===== config.mk =====
export PLATFORM = sky130hd
export DESIGN_NAME = ssd_scan
export DESIGN_NICKNAME = d
export VERILOG_FILES = /design/src/rtl/ssd_scan.sv
export SDC_FILE = /design/constraint.sdc
export NUM_CORES = 1
export LEC_CHECK = 0
export CAP_MARGIN = 20
export CORE_MARGIN = 8
export CORE_UTILIZATION = 30
export DETAILED_ROUTE_END_ITERATION = 8
export PLACE_DENSITY = 0.48
export RECOVER_POWER = 50
export SLEW_MARGIN = 20
export SYNTH_ARGS = -nofsm -noshare
export SYNTH_HDL_FRONTEND = slang
export SYNTH_SLANG_ARGS = --single-unit

===== constraint.sdc =====
create_clock -name ssd_clk -period 6.3 [get_ports ssd_clk]
set_clock_uncertainty 0.15 [all_clocks]
set_input_delay 1.26 -clock ssd_clk [delete_from_list [all_inputs] [get_ports ssd_clk]]
set_output_delay 1.26 -clock ssd_clk [all_outputs]
set_load 0.05 [all_outputs]

===== src/rtl/ssd_scan.sv =====
// ssd_scan: time-multiplexed scan driver for a common-anode seven-segment
// display fed by a chain of BCD counters.
//
// Once per frame, on the first cycle of slot 0, it takes a snapshot of all
// digits and their decimal points. Each digit slot lasts REFRESH_DIV cycles.
// The first BLANK_CYCLES cycles of a slot keep every anode off so the
// previous digit does not ghost onto the next one. All outputs are
// registered.
//
// Ports:
//   ssd_clk     system clock
//   ssd_rst_n   asynchronous active-low reset
//   ssd_en      scan enable; while low, position and snapshot freeze and the
//               display goes dark
//   ssd_lzb     leading-zero blanking enable (sampled live)
//   ssd_digits  BCD digits; [3:0] is digit 0 (rightmost)
//   ssd_dp      per-digit decimal-point request, 1 = lit
//   ssd_an      anode selects, active-low, bit i = digit i
//   ssd_seg     segments a..g on [0]..[6], active-low
//   ssd_dp_n    decimal point, active-low
//   ssd_frame   one-cycle pulse on the output cycle after a frame capture
module ssd_scan #(
  parameter int unsigned NUM_DIGITS   = 4,
  parameter int unsigned REFRESH_DIV  = 100000,
  parameter int unsigned BLANK_CYCLES = 1000
) (
  input  logic                    ssd_clk,
  input  logic                    ssd_rst_n,
  input  logic                    ssd_en,
  input  logic                    ssd_lzb,
  input  logic [4*NUM_DIGITS-1:0] ssd_digits,
  input  logic [NUM_DIGITS-1:0]   ssd_dp,
  output logic [NUM_DIGITS-1:0]   ssd_an,
  output logic [6:0]              ssd_seg,
  output logic                    ssd_dp_n,
  output logic                    ssd_frame
);

  localparam int unsigned CW = (REFRESH_DIV > 1) ? $clog2(REFRESH_DIV) : 1;
  localparam int unsigned SW = (NUM_DIGITS > 2) ? $clog2(NUM_DIGITS) : 1;

  logic [CW-1:0]           cnt_q, cnt_d;
  logic [SW-1:0]           slot_q, slot_d;
  logic [4*NUM_DIGITS-1:0] sh_dig_q, sh_dig_d;
  logic [NUM_DIGITS-1:0]   sh_dp_q, sh_dp_d;
  logic [NUM_DIGITS-1:0]   an_q, an_d;
  logic [6:0]              seg_q, seg_d;
  logic                    dp_n_q, dp_n_d;
  logic                    frame_q, frame_d;

  // Active-low g..a pattern; anything that is not a BCD digit shows a dash.
  function automatic logic [6:0] decode(input logic [3:0] d);
    case (d)
      4'd0:    decode = 7'b1000000;
      4'd1:    decode = 7'b1111001;
      4'd2:    decode = 7'b0100100;
      4'd3:    decode = 7'b0110000;
      4'd4:    decode = 7'b0011001;
      4'd5:    decode = 7'b0010010;
      4'd6:    decode = 7'b0000010;
      4'd7:    decode = 7'b1111000;
      4'd8:    decode = 7'b0000000;
      4'd9:    decode = 7'b0010000;
      default: decode = 7'b0111111;
    endcase
  endfunction

  logic [3:0]            cur_dig;
  logic                  cur_dp;
  logic                  cur_lz;
  logic [NUM_DIGITS-1:0] zero_from;

  // zero_from[i] is set when shadow digits i..NUM_DIGITS-1 are all zero.
  // The scan walks from the most significant digit downwards.
  always_comb begin
    logic all_zero;
    int unsigned idx;
    all_zero  = 1'b1;
    zero_from = '0;
    for (int unsigned i = 0; i < NUM_DIGITS; i++) begin
      idx = NUM_DIGITS - 1 - i;
      all_zero = all_zero & (sh_dig_q[4*idx +: 4] == 4'd0);
      zero_from[idx] = all_zero;
    end
  end

  always_comb begin
    cur_dig = '0;
    cur_dp  = 1'b0;
    cur_lz  = 1'b0;
    for (int unsigned i = 0; i < NUM_DIGITS; i++) begin
      if (slot_q == SW'(i)) begin
        cur_dig = sh_dig_q[4*i +: 4];
        cur_dp  = sh_dp_q[i];
        cur_lz  = (i != 0) && zero_from[i];
      end
    end
  end

  always_comb begin
    cnt_d    = cnt_q;
    slot_d   = slot_q;
    sh_dig_d = sh_dig_q;
    sh_dp_d  = sh_dp_q;
    an_d     = '1;
    seg_d    = 7'h7F;
    dp_n_d   = 1'b1;
    frame_d  = 1'b0;
    if (ssd_en) begin
      if (cnt_q == CW'(REFRESH_DIV - 1)) begin
        cnt_d  = '0;
        slot_d = (slot_q == SW'(NUM_DIGITS - 1)) ? '0 : slot_q + 1'b1;
      end else begin
        cnt_d = cnt_q + 1'b1;
      end
      if ((cnt_q == '0) && (slot_q == '0)) begin
        sh_dig_d = ssd_digits;
        sh_dp_d  = ssd_dp;
        frame_d  = 1'b1;
      end
      if (cnt_q >= CW'(BLANK_CYCLES)) begin
        an_d   = ~(NUM_DIGITS'(1) << slot_q);
        seg_d  = (ssd_lzb && cur_lz) ? 7'h7F : decode(cur_dig);
        dp_n_d = ~cur_dp;
      end
    end
  end

  always_ff @(posedge ssd_clk or negedge ssd_rst_n) begin
    if (!ssd_rst_n) begin
      cnt_q    <= '0;
      slot_q   <= '0;
      sh_dig_q <= '0;
      sh_dp_q  <= '0;
      an_q     <= '1;
      seg_q    <= 7'h7F;
      dp_n_q   <= 1'b1;
      frame_q  <= 1'b0;
    end else begin
      cnt_q    <= cnt_d;
      slot_q   <= slot_d;
      sh_dig_q <= sh_dig_d;
      sh_dp_q  <= sh_dp_d;
      an_q     <= an_d;
      seg_q    <= seg_d;
      dp_n_q   <= dp_n_d;
      frame_q  <= frame_d;
    end
  end

  assign ssd_an    = an_q;
  assign ssd_seg   = seg_q;
  assign ssd_dp_n  = dp_n_q;
  assign ssd_frame = frame_q;

endmodule

==> results of run 1 <==
cells in the final DEF, fill, tap and decap left out, drive strengths merged, types with 2 or more instances in the layout:
cell	netlist	final
a221oi	2	2
inv	7	8
o21ai	15	15
nand2b	2	2
dfstp	12	12
o21a	2	2
nand4	6	6
mux2	20	20
xor2	3	3
a22oi	2	2
or3	4	4
nand2	22	22
nor3	4	4
ha	7	7
nor4	5	5
clkbuf	4	7
and3	2	2
or4	2	2
xnor2	6	6
dfrtp	40	40
o22ai	3	3
buf	2	2
a21oi	10	10
nor2	16	16
clkdlybuf4s50	0	34
nand3	12	12
kinds of logic after synthesis:
kind of cell | synth area share
multiplexers | 0.09538
flip-flops | 0.5337
adder cells (fa/ha/maj) | 0.03551
AO/OA/AOI/OAI | 0.1025
buffers and inverters | 0.02587
XOR/XNOR | 0.03197
AND/OR/NAND/NOR | 0.1750
worst max-delay path by stage:
stage | to | slack, ps | cells after the start
final | cnt_q[14] | 2710 | 2
after detailed placement | sh_dig_q[0] | 2510 | 5
after global routing | slot_q[1] | 2040 | 2
after CTS | sh_dig_q[5] | 2840 | 5
after global placement | sh_dig_q[12] | 2540 | 5
after floorplan | sh_dig_q[0] | 3440 | 4
metal layers:
| metal | vias to the layer above | track usage | wire length, um |
|---|---|---|---|
| met2 | 37 | 0.1541 | 2474 |
| met4 | 0 | 0.02412 | 47 |
| met1 | 864 | 0.1346 | 2608 |
| li1 | 886 | - | - |
| met5 | - | 0 | 0 |
| met3 | 7 | 0.02579 | 244 |
where the power goes:
part	internal [uW]	switching [uW]	leakage, uW	total [uW]
Combinational	42.0	43.3	0.000564	85.3
Clock	120	110	0.0000558	231
Sequential	356	32.3	0.000647	389
registers in the layout, summed over array words and instances (netlist names):
name,cells
cnt_q,17
sh_dig_q,16
ssd_seg,7
sh_dp_q,4
ssd_an,4
slot_q,2
ssd_dp_n,1
ssd_frame,1
final cells by class:
cell class,count,share of cell area
clock buffer,6,0.02389
clock inverter,2,0.01277
inverter,7,0.008649
multi-input combinational,158,0.3575
sequential,52,0.4333
tap,105,0.04325
timing repair buffer,38,0.1207
metrics by stage:
step / hold slack [ps] / utilization
finish: 345.2 / 0.3754
global route: 377.7 / 0.3754
CTS: 342.1 / 0.3759
detailed placement: 325.2 / 0.3621
global placement: 325.8 / 0.3621
floorplan: 301.5 / -
==> metrics.csv, run 1 <==
metric,value,unit
hold_start,cnt_q[14],
multi_input_area,0.001086,mm^2
core_area,0.008093,mm^2
drt_pass1_iterations,4,
cts_root_buf,clkbuf_8,
ir_worst_vdd,0.1110,mV
max_freq,0.2782,GHz
place_area,0.002930,mm^2
hold_end,cnt_q[14],
fin_cells,368,
seqCellArea,0.001316,mm^2
syn_area,0.002466,mm^2
antenna_left,0,
reg2reg_slack,3640,ps
ctsLongestPathBuffers,2,
stdcell_area,0.003038,mm^2
yosysWarnings,0,
cts_setup_buffers,0,
arrival,3280,ps
end_kind,asynchronous set/reset pin,
clock_latency,300,ps
synth_seq_area_share,0.5337,
holdBufCountCts,0,
required,5980,ps
status,finished with violations,
cellPowerDensity,231.9,mW/mm^2
cp_slowest_cell,clkbuf_1,
hold_path_class,reg2reg,
die_area,0.01138,mm^2
antenna_found_initial,0,
syn_to_final_growth,23.19,%
synth_common_cells,"40 x dfrtp_1, 22 x nand2_1, 20 x mux2_2",
cts_sinks,52,
crit_buf_inv,2,
crit_path_max_fanout,52,
vias,1794,
synth.distinct_cells,41,
io_buffers,36,
yosys.area.top_type,dfrtp_1,
async_reset_ff_frac,1.000,
post-route-period-util,0.5706,
cpLargestDelayFamily,buffers and inverters,
r2r_cells,5,
hpwl,3942,um
final.setup.tns,0,ps
total_power,704.4,uW
cpPeakStageDelay,1920,ps
timing.rr.end,sh_dig_q[5],
pin_count,37,
dr.first_iter.drc_count,109,
r2r-start,cnt_q[11],
cts_buffers,5,
netlist_instances,223,
timing.final.crit_period,3595,ps
finalSetupViolations,0,
synth_fp_nets,254,
violations,"capacitance limit, slew limit",
start_util,0.3047,
crit_path_start_kind,input pin,
synth_top_cells_by_area,"dfrtp_1 41%, dfstp_2 13%, mux2_2 9.1%, ha_1 3.6%, nand2_1 3.3%",
post-place-ws,2507,ps
whs_path_depth,1,
fp-row-count,33,
slew_headroom,-0.8105,
overflow,0,
worst-setup-path-type,in2async,
path_clk_slew,90,ps
drive_gt1_frac,0.1863,
num_antenna_cells,0,
fillers,839,
grt_pass1_vias,1817,
gp_congestion,0.7483,
syn-mean-instance-area,11.06,um^2
h-tree-depth,2,
hold_viol,0,
synth_most_common_cell,dfrtp_1,
worst_slack,2705,ps
drt-total-wl,5375,um
power.leakage,0.001267,uW
die_y,106.7,um
worstMarginPinSlew,2716,ps
final_nets,293,
path_cells,"buf_2, clkbuf_1",
grt_max_degree,53,
track_usage,0.09930,
cts-resized-gates,0,
synth_edf_count,0,
ys_ff_latch,52,
wire_per_inst,14.61,um
cap_viol_max_count,1,
grt_first_pass_wirelength,9142,um
drc,0,
synth_top_area_frac,0.4059,
vias_per_cell,4.875,
rsz0062_at_grt,false,
synth_ff_type,dfrtp_1,
placed_cells,360,
slew_viol_final,53,
worstSetupStartpoint,ssd_rst_n,
die_x,106.7,um
cts_tree,built,
Note: power is estimated with default switching activity, not from simulation.
==> run 2, diff against run 1 <==
--- a/config.mk
+++ b/config.mk
@@ -9,7 +9,7 @@
 export CORE_MARGIN = 8
 export CORE_UTILIZATION = 30
 export DETAILED_ROUTE_END_ITERATION = 8
-export PLACE_DENSITY = 0.48
+export PLACE_DENSITY = 0.5
 export RECOVER_POWER = 50
 export SLEW_MARGIN = 20
 export SYNTH_ARGS = -nofsm -noshare
==> constraint.sdc (replaced) <==
create_clock -name ssd_clk -period 3.09 [get_ports ssd_clk]
set_clock_uncertainty 0.15 [all_clocks]
set_input_delay 0.618 -clock ssd_clk [delete_from_list [all_inputs] [get_ports ssd_clk]]
set_output_delay 0.618 -clock ssd_clk [all_outputs]
set_load 0.05 [all_outputs]
==> run 2 against run 1 <==
Net effect:
- the flow now finishes without violations
- wire length down 2.9%
- flip-flop and latch count is the same
- power increased by 92%
- first-iteration DRC count shrank 58%
- highest routed layer unchanged
- clock power increased by 69%
- register-to-register slack got worse by 3100 ps
- final cell count grew 0.54%
- largest cell class unchanged
- global-route usage decreased by 0.16 points
- sequential power grew 100%
- worst hold slack lost 31 ps
==> metrics.csv, run 2 (synthesized netlist as in run 1, its figures left out) <==
metric,value,unit,change
drt_pass1_iterations,4,,unchanged
io_buffers,36,,unchanged
cts_root_buf,clkbuf_8,,
cpLargestDelayFamily,simple AND/OR/NAND/NOR gates,,
layout_commonest_cell,dfrtp_1,,
vias,1739,,-3.1%
swShare,0.2791,,+0.01516
cts_setup_buffers,0,,unchanged
largest_reg_flops,17,,unchanged
num_antenna_cells,0,,unchanged
path_clk_slew,100,ps,about the same
r2r-start,cnt_q[13],,
post-place-ws,266.2,ps,-2241 ps
r2r_cells,5,,unchanged
p_seq_frac,0.582,,+0.030
cp_slowest_cell,or4_1,,
vias_per_cell,4.700,,-3.6%
worst_slack,506.7,ps,-2198 ps
timing.rr.end,sh_dig_q[14],,
final_cell_mix,"40 x dfrtp_1, 34 x clkdlybuf4s50_1, 22 x nand2_1",,
placed_cells,362,,+0.56%
cts-resized-gates,0,,unchanged
start_util,0.3047,,unchanged
h-tree-depth,2,,unchanged
grt_pass1_vias,1882,,+3.6%
gp_congestion,0.7754,,+3.6%
wire_per_inst,14.11,um,-3.4%
cap_viol_max_count,0,,-1
power.leakage,0.001255,uW,-0.96%
syn_to_final_growth,23.03,%,
track_usage,0.09766,,-0.001640
worstSetupStartpoint,cnt_q[13],,
top_register,cnt_q,,
crit_buf_inv,1,,-1
fp-row-count,33,,unchanged
fin_cells,370,,+0.54%
reg2reg_slack,510,ps,-3130 ps
p_int,973.5,uW,+88%
gr-usage-met3,0.02460,,-0.001200
use_met2,0.1590,,+0.004885
arrival,2620,ps,-660 ps
fillers,823,,-1.9%
cpPeakStageDelay,550,ps,-1370 ps
crit_path_start_kind,register,,
hold_path_class,in2async,,
holdBufCountCts,0,,unchanged
status,completed,,
grt_first_pass_wirelength,9149,um,about the same
required,3130,ps,-2850 ps
hpwl,3880,um,-1.6%
slew_viol_final,0,,-100%
drt-total-wl,5219,um,-2.9%
place_area,0.002958,mm^2,+0.94%
die_area,0.01138,mm^2,unchanged
ir_worst_vdd,0.3062,mV,+180%
switchingPower,377.0,uW,+100%
worstMarginPinSlew,1059,ps,-1656 ps
max_freq,0.3871,GHz,
rsz0062_at_grt,false,,
finalSetupViolations,0,,unchanged
antenna_found_initial,0,,unchanged
pwr-share-clk,0.289,,-0.038
stdcell_area,0.003034,mm^2,-0.12%
end_kind,register,,
post-route-period-util,0.8360,,
crit_path_max_fanout,20,,-62%
ctsLongestPathBuffers,2,,unchanged
final.setup.tns,0,ps,unchanged
hold_viol,0,,unchanged
cts_sinks,52,,unchanged
worst-setup-path-type,reg2reg,,
cts_buffers,5,,unchanged
die_y,106.7,um,unchanged
path_cells,"or4_1, or4_4, nor4_4, buf_12, mux2_2",,
top_usage_layer,met2,,
pin_count,37,,unchanged
dr.first_iter.drc_count,46,,-58%
multi_input_area,0.001086,mm^2,unchanged
die_x,106.7,um,unchanged
pwr-share-comb,0.128,,+0.007
path_depth,5,,+3
clock_latency,310,ps,about the same
seqCellArea,0.001316,mm^2,unchanged
overflow,0,,unchanged
cellPowerDensity,445.1,mW/mm^2,+92%
cts_tree,built,,
grt_max_degree,22,,-58%
slew_headroom,0.2937,,+1.104
antenna_left,0,,unchanged
critPathCapture,sh_dig_q[14],,
drive_gt1_frac,0.1811,,-0.005180
core_area,0.008093,mm^2,unchanged
timing.final.crit_period,2583,ps,
drc,0,,unchanged
met1_usage,0.1222,,-0.01242
final_nets,295,,+0.68%
run 2: power by group through the flow:
| stage | logic [uW] | clock network [uW] | registers (uW) |
|---|---|---|---|
| floorplan | 127 | 0 | 775 |
| global placement | 176 | 0 | 800 |
| detailed placement | 178 | 0 | 800 |
| CTS | 179 | 413 | 787 |
| global route | 198 | 431 | 797 |
| finish | 173 | 390 | 787 |
run 2: worst min-delay path by stage:
| stage | startpoint | endpoint | slack [ps] |
|---|---|---|---|
| floorplan | ssd_rst_n | cnt_q[0] | 170 |
| global placement | cnt_q[14] | cnt_q[14] | 330 |
| detailed placement | cnt_q[11] | cnt_q[11] | 330 |
| CTS | ssd_rst_n | sh_dp_q[1] | 100 |
| global route | cnt_q[11] | cnt_q[11] | 380 |
| finish | ssd_rst_n | sh_dp_q[1] | 310 |
run 2: per-layer routing:
layer,vias up,share of wire
met5,-,0
met4,0,0.012
met3,7,0.050
met2,35,0.47
met1,817,0.47
li1,880,-
run 2: layout make-up:
cell class,count,area share
clock buffer,6,0.02392
clock inverter,2,0.005361
inverter,7,0.008660
multi-input combinational,158,0.3579
sequential,52,0.4338
tap,105,0.04330
timing repair buffer,40,0.1270
run 2: metrics by stage:
| stage | utilization | total power (uW) | hold slack [ps] |
|---|---|---|---|
| 2_1_floorplan | - | 902.4 | 172.4 |
| 3_3_place_gp | 0.3655 | 976.6 | 328.3 |
| 3_5_place_dp | 0.3655 | 977.9 | 332.3 |
| 4_1_cts | 0.3765 | 1379 | 98.29 |
| 5_1_grt | 0.3749 | 1425 | 381.6 |
| 6_report | 0.3749 | 1351 | 314.1 |
==> run 3, diff against run 2 <==
==> constraint.sdc (replaced) <==
create_clock -name ssd_clk -period 2.24 [get_ports ssd_clk]
set_clock_uncertainty 0.15 [all_clocks]
set_input_delay 0.448 -clock ssd_clk [delete_from_list [all_inputs] [get_ports ssd_clk]]
set_output_delay 0.448 -clock ssd_clk [all_outputs]
set_load 0.05 [all_outputs]
==> run 3 against run 2 <==
Net effect:
- the flow now finishes with violations (setup timing)
- critical endpoint is now sh_dig_q[0]
- largest power group unchanged
- clock-buffer cell count is the same
- setup slack got worse by 700 ps
- critical path type unchanged
- die area unchanged
==> metrics.csv, run 3 (synthesized netlist as in run 1, its figures left out) <==
metric,value,unit,change
path_clk_slew,90,ps,about the same
hold_ws,361.4,ps,+47.33 ps
dr.first_iter.drc_count,48,,+4.3%
num_antenna_cells,0,,unchanged
wire_per_inst,14.41,um,+2.1%
timing.final.crit_period,2433,ps,-150.5 ps
worst_slack,-192.9,ps,-699.5 ps
track_usage,0.1035,,+0.005810
cts_sinks,52,,unchanged
drc,0,,unchanged
cts_root_buf,clkbuf_8,,
ctsLongestPathBuffers,2,,unchanged
cpPeakStageDelay,530,ps,-20 ps
hold_path_class,reg2reg,,
final_cell_mix,"46 x buf_4, 40 x dfrtp_1, 23 x clkdlybuf4s50_1",,
fp-row-count,33,,unchanged
grt_pass1_vias,1905,,+1.2%
slew_viol_final,0,,unchanged
h-tree-depth,2,,unchanged
required,2280,ps,-850 ps
cpLargestDelayFamily,simple AND/OR/NAND/NOR gates,,
cap_viol_max_count,0,,unchanged
die_y,106.7,um,unchanged
vias_per_cell,4.726,,+0.55%
violations,setup timing,,
cpMostUsedCell,or4_4,,
hold_viol,0,,unchanged
grt_max_degree,53,,+140%
syn_to_final_growth,39.98,%,
antenna_left,0,,unchanged
crit_path_max_fanout,5,,-75%
die_area,0.01138,mm^2,unchanged
top_register,cnt_q,,
ir_worst_vdd,0.3396,mV,+11%
status,finished with violations,,
io_buffers,36,,unchanged
drt_pass1_iterations,4,,unchanged
path_cells,"or4_4, or4_4, nor4_4, buf_4, clkbuf_16, mux2_2",,
antenna_found_initial,0,,unchanged
grt_first_pass_wirelength,9639,um,+5.4%
largest_reg_flops,17,,unchanged
rsz0062_at_grt,true,,
fillers,818,,-0.61%
drive_gt1_frac,0.3800,,+0.1989
post-place-ws,-542.0,ps,-808.2 ps
cellPowerDensity,569.0,mW/mm^2,+28%
hpwl,4080,um,+5.1%
worst-setup-path-type,reg2reg,,
crit_path_start_kind,register,,
finalSetupViolations,20,,+20
cts_tree,built,,
max_freq,0.4110,GHz,+6.2%
cts_buffers,5,,unchanged
core_area,0.008093,mm^2,unchanged
worstMarginPinSlew,1297,ps,+237.2 ps
post-route-period-util,1.086,,+0.2501
final_nets,330,,+12%
end_kind,register,,
pin_count,37,,unchanged
power.leakage,0.001480,uW,+18%
drt-total-wl,5835,um,+12%
cp_slowest_cell,or4_4,,
clock_latency,300,ps,about the same
gp_congestion,0.7487,,-3.4%
overflow,0,,unchanged
start_util,0.3047,,unchanged
reg2reg_slack,-190,ps,-700 ps
vias,1914,,+10%
die_x,106.7,um,unchanged
crit_buf_inv,2,,+1
slew_headroom,0.1356,,-0.1581
arrival,2480,ps,-140 ps
layout_commonest_cell,buf_4,,
-- run 3: changes by cell type in the layout (fill, tap and decap cells not counted), moves of 3 or more --
cell / previous run / this run
mux2_2: 20 / 12
buf_4: 0 / 46
clkdlybuf4s50_1: 34 / 23
ha_1: 7 / 4
clkbuf_1: 5 / 1
mux2_4: 0 / 8
o21ai_0: 15 / 12
-- run 3: final cells by class --
type | instances | area (um^2) | share of cell area
clock buffer | 6 | 72.57 | 0.02102
multi-input combinational | 158 | 1237 | 0.3585
sequential | 52 | 1316 | 0.3813
tap | 105 | 131.4 | 0.03806
inverter | 7 | 26.28 | 0.007611
clock inverter | 2 | 16.27 | 0.004712
timing repair buffer | 75 | 651.9 | 0.1888
-- run 3: through the flow --
| step | setup TNS (ps) | power [uW] | std cells | instance area [um^2] | util |
|---|---|---|---|---|---|
| detailed placement | -11150 | 1422 | 391 | 3158 | 0.3902 |
| floorplan | -1494 | 1245 | 223 | 2467 | - |
| finish | -3448 | 1964 | 405 | 3452 | 0.4266 |
| CTS | -3032 | 1991 | 400 | 3298 | 0.4075 |
| global placement | -10810 | 1417 | 391 | 3158 | 0.3902 |
| global route | -5167 | 2095 | 405 | 3452 | 0.4266 |
-- run 3: layer usage --
layer / part of all wire / wire length, um / vias to the layer above / global-route usage
met5: 0 / 0 / - / 0
met3: 0.036 / 212 / 4 / 0.02639
met1: 0.48 / 2777 / 922 / 0.1305
met4: 0.0079 / 46 / 0 / 0.03015
li1: - / - / 959 / -
met2: 0.48 / 2799 / 29 / 0.1705
-- run 3: where the power goes --
part	switching [uW]	internal [uW]	total (uW)	leakage, uW
Sequential	65.2	1000	1070	0.000647
Combinational	179	184	363	0.000791
Clock	311	223	534	0.0000414
-- run 3: path summary, 6_finish.rpt --
| kind | start | end | cells after the start |
|---|---|---|---|
| setup / recovery | cnt_q[11] | sh_dig_q[0] | 6 |
| hold / removal | sh_dp_q[3] | ssd_dp_n | 3 |
| setup reg to reg | cnt_q[11] | sh_dig_q[0] | 6 |
| hold reg to reg | sh_dp_q[3] | ssd_dp_n | 3 |
| max in group asynchronous | ssd_rst_n | cnt_q[10] | 3 |
| min in group asynchronous | ssd_rst_n | sh_dig_q[1] | 3 |
-- run 3: worst register-to-register path, cell delays in order, from the launching register on --
cell and delay, ps:
dfrtp_1 390, or4_4 530, or4_4 450, nor4_4 160, buf_4 180, clkbuf_16 140, mux2_2 320
-- run 3: timing repair --
action / CTS / global route
hold buffers: 1 / 0
endpoints found under the setup margin: 32 / 27
pin swaps: 1 / 1
endpoints found under the hold margin: 40 / 0
gates resized for setup: 9 / 27
setup buffers: 0 / 3
gates cloned: 0 / 2
